$ cat config.mk
export PLATFORM = sky130hd
export DESIGN_NAME = vram_writer
export DESIGN_NICKNAME = d
export VERILOG_FILES = /design/src/rtl/vram_writer_pkg.sv /design/src/rtl/vram_write_port.sv /design/src/rtl/vram_writer.sv
export SDC_FILE = /design/constraint.sdc
export NUM_CORES = 1
export LEC_CHECK = 0
export CORE_MARGIN = 4
export CORE_UTILIZATION = 35
export CTS_BUF_LIST = sky130_fd_sc_hd__clkbuf_4
export DETAILED_ROUTE_END_ITERATION = 8
export SYNTH_ARGS = -nofsm -noshare
export SYNTH_HDL_FRONTEND = slang
export SYNTH_SLANG_ARGS = --single-unit
$ cat constraint.sdc
create_clock -name clk -period 4.6 [get_ports clk]
set_clock_uncertainty 0.2 [all_clocks]
set_input_delay 0.69 -clock clk [delete_from_list [all_inputs] [get_ports clk]]
set_output_delay 0.69 -clock clk [all_outputs]
set_load 0.01 [all_outputs]
$ cat src/rtl/vram_writer_pkg.sv
// Shared opcodes, counter widths and FSM state encoding for the VRAM command engine.
// Optional FILL command is compiled in with VRAM_WRITER_FILL_EN.
package vram_writer_pkg;

    localparam logic [7:0] OP_SETADDR = 8'h01;
    localparam logic [7:0] OP_WRITE   = 8'h02;
    localparam logic [7:0] OP_CTL     = 8'h03;
    localparam logic [7:0] OP_FILL    = 8'h04;

    localparam int unsigned WCNT_W = 9;
    localparam int unsigned FCNT_W = 16;

    typedef enum logic [3:0] {
        ST_IDLE,
        ST_ADDR_HI,
        ST_ADDR_LO,
        ST_WR_LEN,
        ST_WR_DATA,
        ST_CTL_IDX,
        ST_CTL_VAL,
        ST_FILL_HI,
        ST_FILL_LO,
        ST_FILL_VAL,
        ST_FILL_RUN
    } state_t;

endpackage

$ cat src/rtl/vram_write_port.sv
// Registered bus-output stage: turns a write request into a one-cycle strobe
// with address/data held between writes.
module vram_write_port #(
    parameter int unsigned ADDR_W = 13
) (
    input  logic              clk,
    input  logic              reset,
    input  logic              i_we,
    input  logic              i_ctl,
    input  logic [ADDR_W-1:0] i_addr,
    input  logic [7:0]        i_data,
    output logic              o_we,
    output logic              o_sel_ram,
    output logic              o_sel_ctl,
    output logic [ADDR_W-1:0] o_addr,
    output logic [7:0]        o_dout
);

    // Strobe and select for exactly one cycle per request; addr/dout update only on a write.
    always_ff @(posedge clk) begin
        if (reset) begin
            o_we      <= 1'b0;
            o_sel_ram <= 1'b0;
            o_sel_ctl <= 1'b0;
            o_addr    <= '0;
            o_dout    <= '0;
        end else begin
            o_we      <= i_we;
            o_sel_ram <= i_we & ~i_ctl;
            o_sel_ctl <= i_we & i_ctl;
            if (i_we) begin
                o_addr <= i_addr;
                o_dout <= i_data;
            end
        end
    end

endmodule

$ cat src/rtl/vram_writer.sv
// Byte-stream command decoder driving the video block's CPU write port.
// Define VRAM_WRITER_FILL_EN to compile in the FILL (0x04) command.
module vram_writer
    import vram_writer_pkg::*;
#(
    parameter int unsigned ADDR_W = 13,
    parameter int unsigned CTL_W  = 4
) (
    input  logic              clk,
    input  logic              reset,
    input  logic [7:0]        in_data,
    input  logic              in_valid,
    output logic              in_ready,
    output logic              sel_ram,
    output logic              sel_ctl,
    output logic              we,
    output logic [ADDR_W-1:0] addr,
    output logic [7:0]        dout,
    output logic              busy,
    output logic              err
);

    state_t              r_state, w_next_state;
    logic [ADDR_W-1:0]   r_addr_ptr, w_addr_ptr;
    logic [7:0]          r_hi, w_hi;
    logic [CTL_W-1:0]    r_idx, w_idx;
    logic [WCNT_W-1:0]   r_wcnt, w_wcnt;
    logic                r_busy;
    logic                r_err, w_err;
    logic                w_accept;
    logic                w_req_we;
    logic                w_req_ctl;
    logic [ADDR_W-1:0]   w_req_addr;
    logic [7:0]          w_req_data;
`ifdef VRAM_WRITER_FILL_EN
    logic [FCNT_W-1:0]   r_fcnt, w_fcnt;
    logic [7:0]          r_fval, w_fval;
    logic                r_in_ready;

    assign in_ready = r_in_ready;
`else
    assign in_ready = 1'b1;
`endif

    assign w_accept = in_valid & in_ready;
    assign busy     = r_busy;
    assign err      = r_err;

    // Next-state, datapath updates and write-request generation.
    always_comb begin
        w_next_state = r_state;
        w_addr_ptr   = r_addr_ptr;
        w_hi         = r_hi;
        w_idx        = r_idx;
        w_wcnt       = r_wcnt;
        w_err        = 1'b0;
        w_req_we     = 1'b0;
        w_req_ctl    = 1'b0;
        w_req_addr   = r_addr_ptr;
        w_req_data   = in_data;
`ifdef VRAM_WRITER_FILL_EN
        w_fcnt       = r_fcnt;
        w_fval       = r_fval;
`endif
        case (r_state)
            ST_IDLE: begin
                if (w_accept) begin
                    case (in_data)
                        OP_SETADDR: w_next_state = ST_ADDR_HI;
                        OP_WRITE:   w_next_state = ST_WR_LEN;
                        OP_CTL:     w_next_state = ST_CTL_IDX;
`ifdef VRAM_WRITER_FILL_EN
                        OP_FILL:    w_next_state = ST_FILL_HI;
`endif
                        default:    w_err = 1'b1;
                    endcase
                end
            end
            ST_ADDR_HI: begin
                if (w_accept) begin
                    w_hi         = in_data;
                    w_next_state = ST_ADDR_LO;
                end
            end
            ST_ADDR_LO: begin
                if (w_accept) begin
                    w_addr_ptr   = ADDR_W'({r_hi, in_data});
                    w_next_state = ST_IDLE;
                end
            end
            ST_WR_LEN: begin
                if (w_accept) begin
                    w_wcnt       = (in_data == 8'h00) ? WCNT_W'(256) : WCNT_W'(in_data);
                    w_next_state = ST_WR_DATA;
                end
            end
            ST_WR_DATA: begin
                if (w_accept) begin
                    w_req_we   = 1'b1;
                    w_addr_ptr = r_addr_ptr + ADDR_W'(1);
                    w_wcnt     = r_wcnt - WCNT_W'(1);
                    if (r_wcnt == WCNT_W'(1)) begin
                        w_next_state = ST_IDLE;
                    end
                end
            end
            ST_CTL_IDX: begin
                if (w_accept) begin
                    w_idx        = in_data[CTL_W-1:0];
                    w_next_state = ST_CTL_VAL;
                end
            end
            ST_CTL_VAL: begin
                if (w_accept) begin
                    w_req_we     = 1'b1;
                    w_req_ctl    = 1'b1;
                    w_req_addr   = ADDR_W'(r_idx);
                    w_next_state = ST_IDLE;
                end
            end
`ifdef VRAM_WRITER_FILL_EN
            ST_FILL_HI: begin
                if (w_accept) begin
                    w_hi         = in_data;
                    w_next_state = ST_FILL_LO;
                end
            end
            ST_FILL_LO: begin
                if (w_accept) begin
                    w_fcnt       = FCNT_W'({r_hi, in_data});
                    w_next_state = ST_FILL_VAL;
                end
            end
            ST_FILL_VAL: begin
                // First write issues on the val byte itself so it lands in the next cycle.
                if (w_accept) begin
                    w_fval = in_data;
                    if (r_fcnt == '0) begin
                        w_next_state = ST_IDLE;
                    end else begin
                        w_req_we     = 1'b1;
                        w_addr_ptr   = r_addr_ptr + ADDR_W'(1);
                        w_fcnt       = r_fcnt - FCNT_W'(1);
                        w_next_state = ST_FILL_RUN;
                    end
                end
            end
            ST_FILL_RUN: begin
                // Remaining writes; one idle cycle after the last request keeps in_ready low through the last write.
                w_req_data = r_fval;
                if (r_fcnt != '0) begin
                    w_req_we   = 1'b1;
                    w_addr_ptr = r_addr_ptr + ADDR_W'(1);
                    w_fcnt     = r_fcnt - FCNT_W'(1);
                end else begin
                    w_next_state = ST_IDLE;
                end
            end
`endif
            default: w_next_state = ST_IDLE;
        endcase
    end

    // State and datapath registers; status flags registered from the next state.
    always_ff @(posedge clk) begin
        if (reset) begin
            r_state    <= ST_IDLE;
            r_addr_ptr <= '0;
            r_hi       <= '0;
            r_idx      <= '0;
            r_wcnt     <= '0;
            r_busy     <= 1'b0;
            r_err      <= 1'b0;
`ifdef VRAM_WRITER_FILL_EN
            r_fcnt     <= '0;
            r_fval     <= '0;
            r_in_ready <= 1'b1;
`endif
        end else begin
            r_state    <= w_next_state;
            r_addr_ptr <= w_addr_ptr;
            r_hi       <= w_hi;
            r_idx      <= w_idx;
            r_wcnt     <= w_wcnt;
            r_busy     <= (w_next_state != ST_IDLE);
            r_err      <= w_err;
`ifdef VRAM_WRITER_FILL_EN
            r_fcnt     <= w_fcnt;
            r_fval     <= w_fval;
            r_in_ready <= (w_next_state != ST_FILL_RUN);
`endif
        end
    end

    vram_write_port #(
        .ADDR_W (ADDR_W)
    ) u_port (
        .clk       (clk),
        .reset     (reset),
        .i_we      (w_req_we),
        .i_ctl     (w_req_ctl),
        .i_addr    (w_req_addr),
        .i_data    (w_req_data),
        .o_we      (we),
        .o_sel_ram (sel_ram),
        .o_sel_ctl (sel_ctl),
        .o_addr    (addr),
        .o_dout    (dout)
    );

endmodule
Yosys cells after proc, flatten, opt, wreduce, memory -nomap -nowiden

Cells that the tools add are included.

Bitwise gates (word level): 5
Mux-type cells: 22
Equal/unequal tests: 13
Add/subtract/negate cells: 2
Reductions and logical operators: 13

Operators with widths:

| cell                  | count |
|---|---|
| $mux 13               | 4 |
| $mux 4                | 7 |
| $mux 9                | 3 |
| $pmux 13 s2           | 1 |
| $pmux 4 s6            | 1 |
| $pmux 9 s2            | 1 |
| $eq 8x2->1 const B    | 2 |
| $add 13x1->13 const B | 1 |
| $eq 4x3->1 const B    | 3 |
| $pmux 4 s3            | 1 |
| $eq 9x1->1 const B    | 1 |
| $sub 9x1->9 const B   | 1 |
| $eq 4x2->1 const B    | 2 |
| $eq 8x1->1 const B    | 1 |
| $logic_not 8->1       | 1 |
| $ne 2x2->1 const B    | 3 |
| $reduce_and 3->1      | 2 |
| $reduce_or 3->1       | 2 |
| $eq 4x1->1 const B    | 1 |
| $logic_not 4->1       | 1 |
| $mux 1                | 4 |
| $reduce_and 2->1      | 2 |
| $reduce_bool 2->1     | 2 |
| $reduce_bool 4->1     | 1 |
| other kinds (3)       | 7 |

Output and inout bits: 27
Bits in registers: 61
Bits of input ports: 11
Word-level logic and storage cells: 67

Longest topological paths before layout

Gate-level depths: netlist of the first run.

Depth after elaboration: 5
Depth in mapped cells: 6
Gate-level depth less buffers: 6

By module

A second synthesis of the first run with hierarchy kept.

Cells, all modules: 355
Area, all modules: 3084.2 um^2

By module, submodules not included:

| module          | seq. area each (um^2) | cells an instance | times used | area each (um^2) |
|---|---|---|---|---|
| vram_writer     | 740.7                 | 281               | 1          | 2235.9 |
| vram_write_port | 480.5                 | 74                | 1          | 848.3 |

Worst setup path before layout of the first run

No wires, ideal clock.

Kind: input-to-reg
Start point: input port in_valid
End point: register r_addr_ptr[12]
Stages on the path: 4
Arrival time: 1.859 ns
Required time: 4.326 ns
Slack: 2.467 ns
Buffers on the path: 1
Setup time: 0.074 ns
Cells stage by stage: clkbuf_1 -> nand3_1 -> or4_1 -> a31oi_1

Word-level cells in the longest chain between the ends: 2
Elaborated cells between the ends (all ways): 3
Those cells by class: 2 x eq/ne; 1 x reduce/logical

Ends and longest elaborated chain:

| element                      | line               | text |
|---|---|---|
| start, declared              | vram_writer.sv:12  | `input logic in_valid,` |
| $ne 2x2->1 (no line)         | n/a                |  |
| $reduce_and 3->1 (no line) * | n/a                |  |
| end signal, assigned         | vram_writer.sv:181 | `r_addr_ptr <= w_addr_ptr;` |
| end, declared                | vram_writer.sv:24  | `logic [ADDR_W-1:0] r_addr_ptr, w_addr_ptr;` |

Every way passes the cells marked *; elsewhere a longest branch is shown, timed or not.
A chain may end at the register's enable or synchronous reset.

Final worst setup path of the first run

Start point: register r_state[2]
End point: register r_addr_ptr[11]

Word-level cells in the longest chain between the ends: 3
Elaborated cells between the ends (all ways): 7
Those cells by class: 4 x eq/ne; 1 x mux; 2 x reduce/logical

Ends and longest elaborated chain:

| element                                                          | line               | text |
|---|---|---|
| start, declared                                                  | vram_writer.sv:23  | `state_t r_state, w_next_state;` |
| start signal, assigned                                           | vram_writer.sv:180 | `r_state <= w_next_state;` |
| $eq 4x2->1 / $eq 4x3->1 (equally long branches)                  | vram_writer.sv:65  | `case (r_state)` |
| $ne 2x2->1 (no line) / $reduce_bool 2->1 (equally long branches) | n/a                |  |
| $reduce_and 3->1 (no line)                                       | n/a                |  |

Parallel ways exist; a longest one is shown, timed or not.

==> metrics.md, run 1 <==
| Metric | Value |
|---|---|
| Hold Buf Count CTS | 0 |
| DPL Wire Length | 4930 um |
| Slew HR | 0.310 |
| Hold slack | 0.259 ns |
| Post-layout net count | 379 |
| Area delta synth->final | 17.5% |
| Hold Crit Class | register to register |
| Fmax achieved | 0.363 GHz |
| Arrival @ worst endpoint | 2.88 ns |
| CTS Buffer Depth | 2 |
| Total Power | 0.912 mW |
| Global-route wire length before repair | 12,100 um |
| GP Congestion | 0.800 |
| Total CTS buffers | 9 |
| DRC Markers | 0 |
| EDFF count, synth | 0 |
| CP Launch Type | register |
| Site row count | 32 |
| Initial drt markers | 181 |
| Clock Latency Late Sink | 0.40 ns |
| Vias in the first global route | 2,355 |
| Crit share post-route | 0.599 |
| Post-Syn Area | 2910 um2 |
| WL met2 | 3400 um |
| Die area | 9830 um2 |
| Status | finished, final reports clean |
| Largest area contributor in the netlist | dfxtp_1 |
| Antenna violations before repair | 0 |
| Critical Path End Type | register |
| Maximum number of pins on one net before global-route repair | 53 |
| Fraction of layout instances using a drive strength above 1 | 0.0705 |
| Final min period | 2.75 ns |
| Total global routing overflow | 0 |
| Top Ports | 38 |
| Root buffer cell | clkbuf_4 |
| Sequential element share of the synthesized area | 0.420 |
| H-tree depth | 3 |
| Synth warnings | 0 |
| Top Metal Used | met4 |
| Final WL | 7360 um |
| Post-synth ARST share | 0 |
| Drt first pass iters | 4 |
| Layout Cells excl Fill | 471 |
| Wire length on met3 | 364 um |
| Mean Syn Cell Area | 8.46 um2 |
| Pleak | 1.08 nW |
| Max Cap Viol | 0 |
| Synthesized net count | 358 |
| DR vias/cell | 5.54 |
| Slew Viols, Final | 0 |
| M1 WL | 3490 um |
| Vias | 2,608 |
| Share of the synthesized area in the top cell type | 0.420 |
| Setup_tns | 0 ns |
| Die height | 99.2 um |
| Top FF cell, synth | dfxtp_1 |
| Final hold vios | 0 |
| Post-CTS Setup Bufs | 0 |
| CORE AREA | 7890 um2 |
| CTS sink count | 61 |
| Crit Path Max Fanout | 29 |
| Final setup vio count | 0 |
| Placed instance count | 456 |
| Worst VDD drop | 0.000214 V |
| Setup CP Type | register to register |
| Power density over the cells | 267 nW/um2 |
| CTS resizes | 0 |
| All-layer global routing usage | 0.155 |
| Gate Count Post-Synth | 344 |
| Port Buf Inserts | 36 |
| Yosys reg bits | 61 |
| Post-layout util | 0.434 |
| TritonCTS clock tree | done |
| Initial Utilization | 0.369 |
| Routed Antenna Nets | 0 |
| RSZ-0062 raised after global routing | no |
| Critical path required time | 4.73 ns |
| Register clock-pin slew on the reported worst setup and hold paths | 0.10 ns |
| Antenna Cells | 0 |
| Slew @ Worst Pin | 1.03 ns |
| Die X | 99.2 um |
| DR WL/cell | 15.6 um |
| Netlist cell types | 58 |
| Top post-synthesis cells by area | dfxtp_1 42%, mux2i_1 5.5%, a21oi_1 4.6% |
## worst paths after layout
check | from | end | slack, ns | depth (start not counted)
setup / recovery | r_state[2] | r_addr_ptr[11] | 1.85 | 4
hold / removal | u_port.o_dout[5] | u_port.o_dout[5] | 0.26 | 2
setup reg to reg | r_state[2] | r_addr_ptr[11] | 1.85 | 4
hold reg to reg | u_port.o_dout[5] | u_port.o_dout[5] | 0.26 | 2
## where the power goes
part	switching, mW	internal [mW]	total (mW)
registers	0.00124	0.529	0.530
clock network	0.186	0.157	0.343
logic	0.0248	0.0139	0.0387
## worst max-delay path: stages, from the launching register on
cell and delay, ns:
dfxtp_1 0.56, or4b_1 0.94, or3_1 0.51, or3_1 0.31, a31oi_1 0.15
## cells by family after synthesis
group	after synthesis	synth area share
buf+inv	32	0.0452
fa+ha+maj	3	0.0129
flops	61	0.420
other cells	2	0.00258
xor+xnor	1	0.00301
compound gates	95	0.219
simple gates	133	0.239
mux	17	0.0589
## through the flow
step	worst slack (ns)	area (um2)
3_5_place_dp	1.58	3300
6_report	1.85	3420
3_3_place_gp	1.64	3300
5_1_grt	1.70	3420
4_1_cts	1.84	3420
2_1_floorplan	2.47	2910
## cell usage after synthesis (2+ instances only)
cell	count
dfxtp_1	61
nand2_1	35
nor2_1	29
a21oi_1	27
clkbuf_1	20
mux2i_1	16
a211oi_1	15
nand3_1	15
o21ai_0	9
nand4_1	8
a22o_1	7
o22ai_1	7
a31oi_1	6
nand2b_1	6
buf_2	5
nor3_1	5
inv_1	4
nor3b_1	4
o31ai_1	4
or3_1	4
a21o_1	3
and3_1	3
and4_1	3
ha_1	3
a31o_2	2
a32oi_1	2
and2_0	2
and2_1	2
conb_1	2
nand3b_1	2
nand4b_1	2
nor4_1	2
o211ai_1	2
or2_2	2
or4_1	2
## routing by layer
layer / vias to the layer above / track usage
met5: - / 0
met4: 0 / 0.0525
met3: 8 / 0.0456
met2: 69 / 0.233
met1: 1225 / 0.212
li1: 1306 / -
## registers in the layout, indices dropped and copies added (netlist names), 4 cells and up
signal and flops:
r_addr_ptr 13, r_idx 4, r_state 4, r_hi 5
r_wcnt 9, u_port.o_dout 8, u_port.o_addr 13
## final cells by class
class / instances / area [um2]
clock buffer: 9 / 67.6
clock inverter: 6 / 55.1
fill: 793 / 4470
inverter: 4 / 15.0
multi-input combinational: 251 / 1560
sequential: 61 / 1220
tap: 102 / 128
timing repair buffer: 38 / 370
## layout by cell type (no fill, tap or decap), types with 3 or more instances in the layout
cell type and n:
dfxtp_1 61, nand2_1 35, clkdlybuf4s50_1 35, nor2_1 29, a21oi_1 27, mux2i_1 16, nand3_1 15, a211oi_1 15
o21ai_0 9, clkbuf_4 9, nand4_1 8, a22o_1 7, o22ai_1 7, a31oi_1 6, nand2b_1 6, nor3_1 5
inv_1 4, nor3b_1 4, or3_1 4, o31ai_1 4, and3_1 3, and4_1 3, a21o_1 3, ha_1 3
No activity file was read; power rests on OpenSTA's default activity.
==> inputs of run 2 (changes only) <==
Clock period 4.6 ns to 2.5 ns, I/O delays scaled along.
==> run 2 against run 1 <==
Compared with the run above:
- setup slack got worse by 1.4 ns
- non-clock buffer count increased by 26
- highest routed layer unchanged
- via count increased by 3.9%
- flip-flop and latch count unchanged
- first-iteration DRC count increased by 13%
- routed wire length increased by 4.6%
- critical path depth unchanged
- utilization increased by 2.5 points
- critical endpoint is now r_addr_ptr[12]
- largest cell class unchanged
- critical path type unchanged
==> metrics.md, run 2 (synthesis gave the netlist of run 1 again) <==
| Metric | Value |
|---|---|
| Status | finished, final reports clean |
| Total Power | 1.71 mW (+88%) |
| CTS resizes | 0 (unchanged) |
| RSZ-0062 raised after global routing | no |
| Reg2Reg Launch Point | r_state[1] |
| DRC Markers | 0 (unchanged) |
| GP Congestion | 0.862 (+7.7%) |
| Register clock-pin slew on the reported worst setup and hold paths | 0.10 ns (about the same) |
| Slowest-stage cell, CP | or4b_1 |
| Pleak | 1.21 nW (+12%) |
| Port Buf Inserts | 36 (unchanged) |
| Worst reg2reg path depth | 4 (unchanged) |
| Area delta synth->final | 24.3% |
| Drt first pass iters | 5 (+1) |
| Internal | 1.30 mW (+86%) |
| Met2 Use GR | 0.252 (+0.0186) |
| Antenna violations before repair | 0 (unchanged) |
| Met1 usage | 0.206 (-0.00652) |
| Total global routing overflow | 0 (unchanged) |
| CTS Buffer Depth | 2 (unchanged) |
| Final hold vios | 0 (unchanged) |
| Reg power frac | 0.569 (-0.012) |
| Vias in the first global route | 2,520 (+7.0%) |
| Worst VDD drop | 0.000342 V (+60%) |
| Final setup vio count | 0 (unchanged) |
| Site row count | 32 (unchanged) |
| Critical path required time | 2.63 ns (-2.10 ns) |
| Die area | 9830 um2 (unchanged) |
| CP Launch Type | register |
| GRT Max-Usage Layer | met2 |
| Combinational share of power | 0.051 (+0.009) |
| Top Registers | r_addr_ptr x13, u_port.o_addr x13, r_wcnt x9 |
| Hold Crit Class | input pin to register |
| Top Ports | 38 (unchanged) |
| Layout Cells excl Fill | 497 (+5.5%) |
| H-tree depth | 3 (unchanged) |
| Die X | 99.2 um (unchanged) |
| Post-layout net count | 405 (+6.9%) |
| All-layer global routing usage | 0.159 (+0.00402) |
| Clock power frac | 0.380 (+0.004) |
| DR vias/cell | 5.45 (-1.5%) |
| Critical Path End Type | register |
| TritonCTS clock tree | done |
| Root buffer cell | clkbuf_4 |
| Crit share post-route | 0.838 (+0.240) |
| Most common cell after layout, fill and taps aside | dfxtp_1 |
| CP max stage delay | 0.64 ns (-0.30 ns) |
| Hold Crit Depth | 2 (unchanged) |
| CTS sink count | 61 (unchanged) |
| Antenna Cells | 0 (unchanged) |
| Net Switching | 0.411 mW (+94%) |
| Die height | 99.2 um (unchanged) |
| Buf/Inv on CP | 1 (+1) |
| Setup CP Type | register to register |
| Sw frac | 0.240 (+0.00758) |
| DR WL/cell | 15.5 um (-0.88%) |
| Clock Latency Late Sink | 0.40 ns (about the same) |
| Maximum number of pins on one net before global-route repair | 32 (-40%) |
| Fraction of layout instances using a drive strength above 1 | 0.132 (+0.0612) |
| CORE AREA | 7890 um2 (unchanged) |
| Initial Utilization | 0.369 (unchanged) |
| Crit path cell chain | or4b_1, buf_4, or4_1, a31oi_1 |
| Dpl ws | 0.153 ns (-1.42 ns) |
| Most frequent cells in the layout | 61 x dfxtp_1, 35 x nand2_1, 35 x clkdlybuf4s50_1, 29 x nor2_1, 28 x buf_4 |
| Worst reg2reg endpoint | r_addr_ptr[12] |
| Crit Path Max Fanout | 14 (-52%) |
| Max Cap Viol | 0 (unchanged) |
| Largest delay contributor family on the critical path | simple AND/OR/NAND/NOR gates |
| Post-CTS Setup Bufs | 0 (unchanged) |
| Critical path startpoint | r_state[1] |
| Routed Antenna Nets | 0 (unchanged) |
| Met3 Use GR | 0.0358 (-0.00982) |
| Initial drt markers | 205 (+13%) |
| FF-to-FF setup slack | 0.40 ns (-1.44 ns) |
| Vias | 2,710 (+3.9%) |
| Final min period | 2.10 ns (-0.658 ns) |
| Hold Buf Count CTS | 0 (unchanged) |
| DPL Wire Length | 5330 um (+8.2%) |
| Placed instance count | 482 (+5.7%) |
| Total CTS buffers | 9 (unchanged) |
| Final WS setup | 0.404 ns (-1.44 ns) |
| Start point of the worst hold path | reset |
| Setup_tns | 0 ns (unchanged) |
| Global-route wire length before repair | 12,600 um (+4.4%) |
| Fmax achieved | 0.477 GHz (+31%) |
| Final WL | 7700 um (+4.6%) |
| Number of fillers in the final layout | 751 (-5.3%) |
| Power density over the cells | 473 nW/um2 (+77%) |
| Arrival @ worst endpoint | 2.23 ns (-0.65 ns) |
| Worst hold endpoint | r_hi[4] |
| Slew Viols, Final | 0 (unchanged) |
run 2: cell types whose count changed in the layout (fill, tap and decap cells not counted):
cell	before	now
buf_4	2	28
run 2: layer usage:
metal | vias up | share of wire
met5 | - | 0
met4 | 0 | 0.014
met3 | 9 | 0.053
met2 | 78 | 0.47
met1 | 1263 | 0.46
li1 | 1360 | -
run 2: power by group through the flow:
stage / clock network (mW) / registers (mW) / logic, mW
detailed placement: 0 / 0.996 / 0.0869
global placement: 0 / 0.996 / 0.0878
global route: 0.710 / 0.974 / 0.0944
CTS: 0.672 / 0.973 / 0.0873
finish: 0.650 / 0.973 / 0.0868
floorplan: 0 / 0.997 / 0.0374
run 2: worst reg2reg max path, cell delays in order, from the launching register on:
cell and delay [ns]:
dfxtp_1 0.32, or4b_1 0.64, buf_4 0.25, or4_1 0.47, a31oi_1 0.16
run 2: worst max path at each step:
stage,end,cells past startpoint
finish,r_addr_ptr[12],4
global route,r_addr_ptr[0],6
CTS,r_addr_ptr[12],4
detailed placement,r_wcnt[8],6
global placement,r_hi[0],5
floorplan,r_hi[0],5
run 2: per-stage QoR:
| step | hold slack [ns] | util | cell area [um2] |
|---|---|---|---|
| final | 0.176 | 0.458 | 3610 |
| after global routing | 0.161 | 0.458 | 3610 |
| after CTS | 0.156 | 0.458 | 3610 |
| after detailed placement | 0.249 | 0.443 | 3490 |
| after global placement | 0.248 | 0.443 | 3490 |
| after floorplan | 0.256 | - | 2910 |
run 2: cell type report:
cell class,count,area (um2),share of cell area
Multi-Input combinational cell,251,1560,0.432
Clock buffer,9,67.6,0.0187
Timing Repair Buffer,64,566,0.156
Tap cell,102,128,0.0353
Inverter,4,15.0,0.00415
Clock inverter,6,55.1,0.0152
Sequential cell,61,1220,0.338
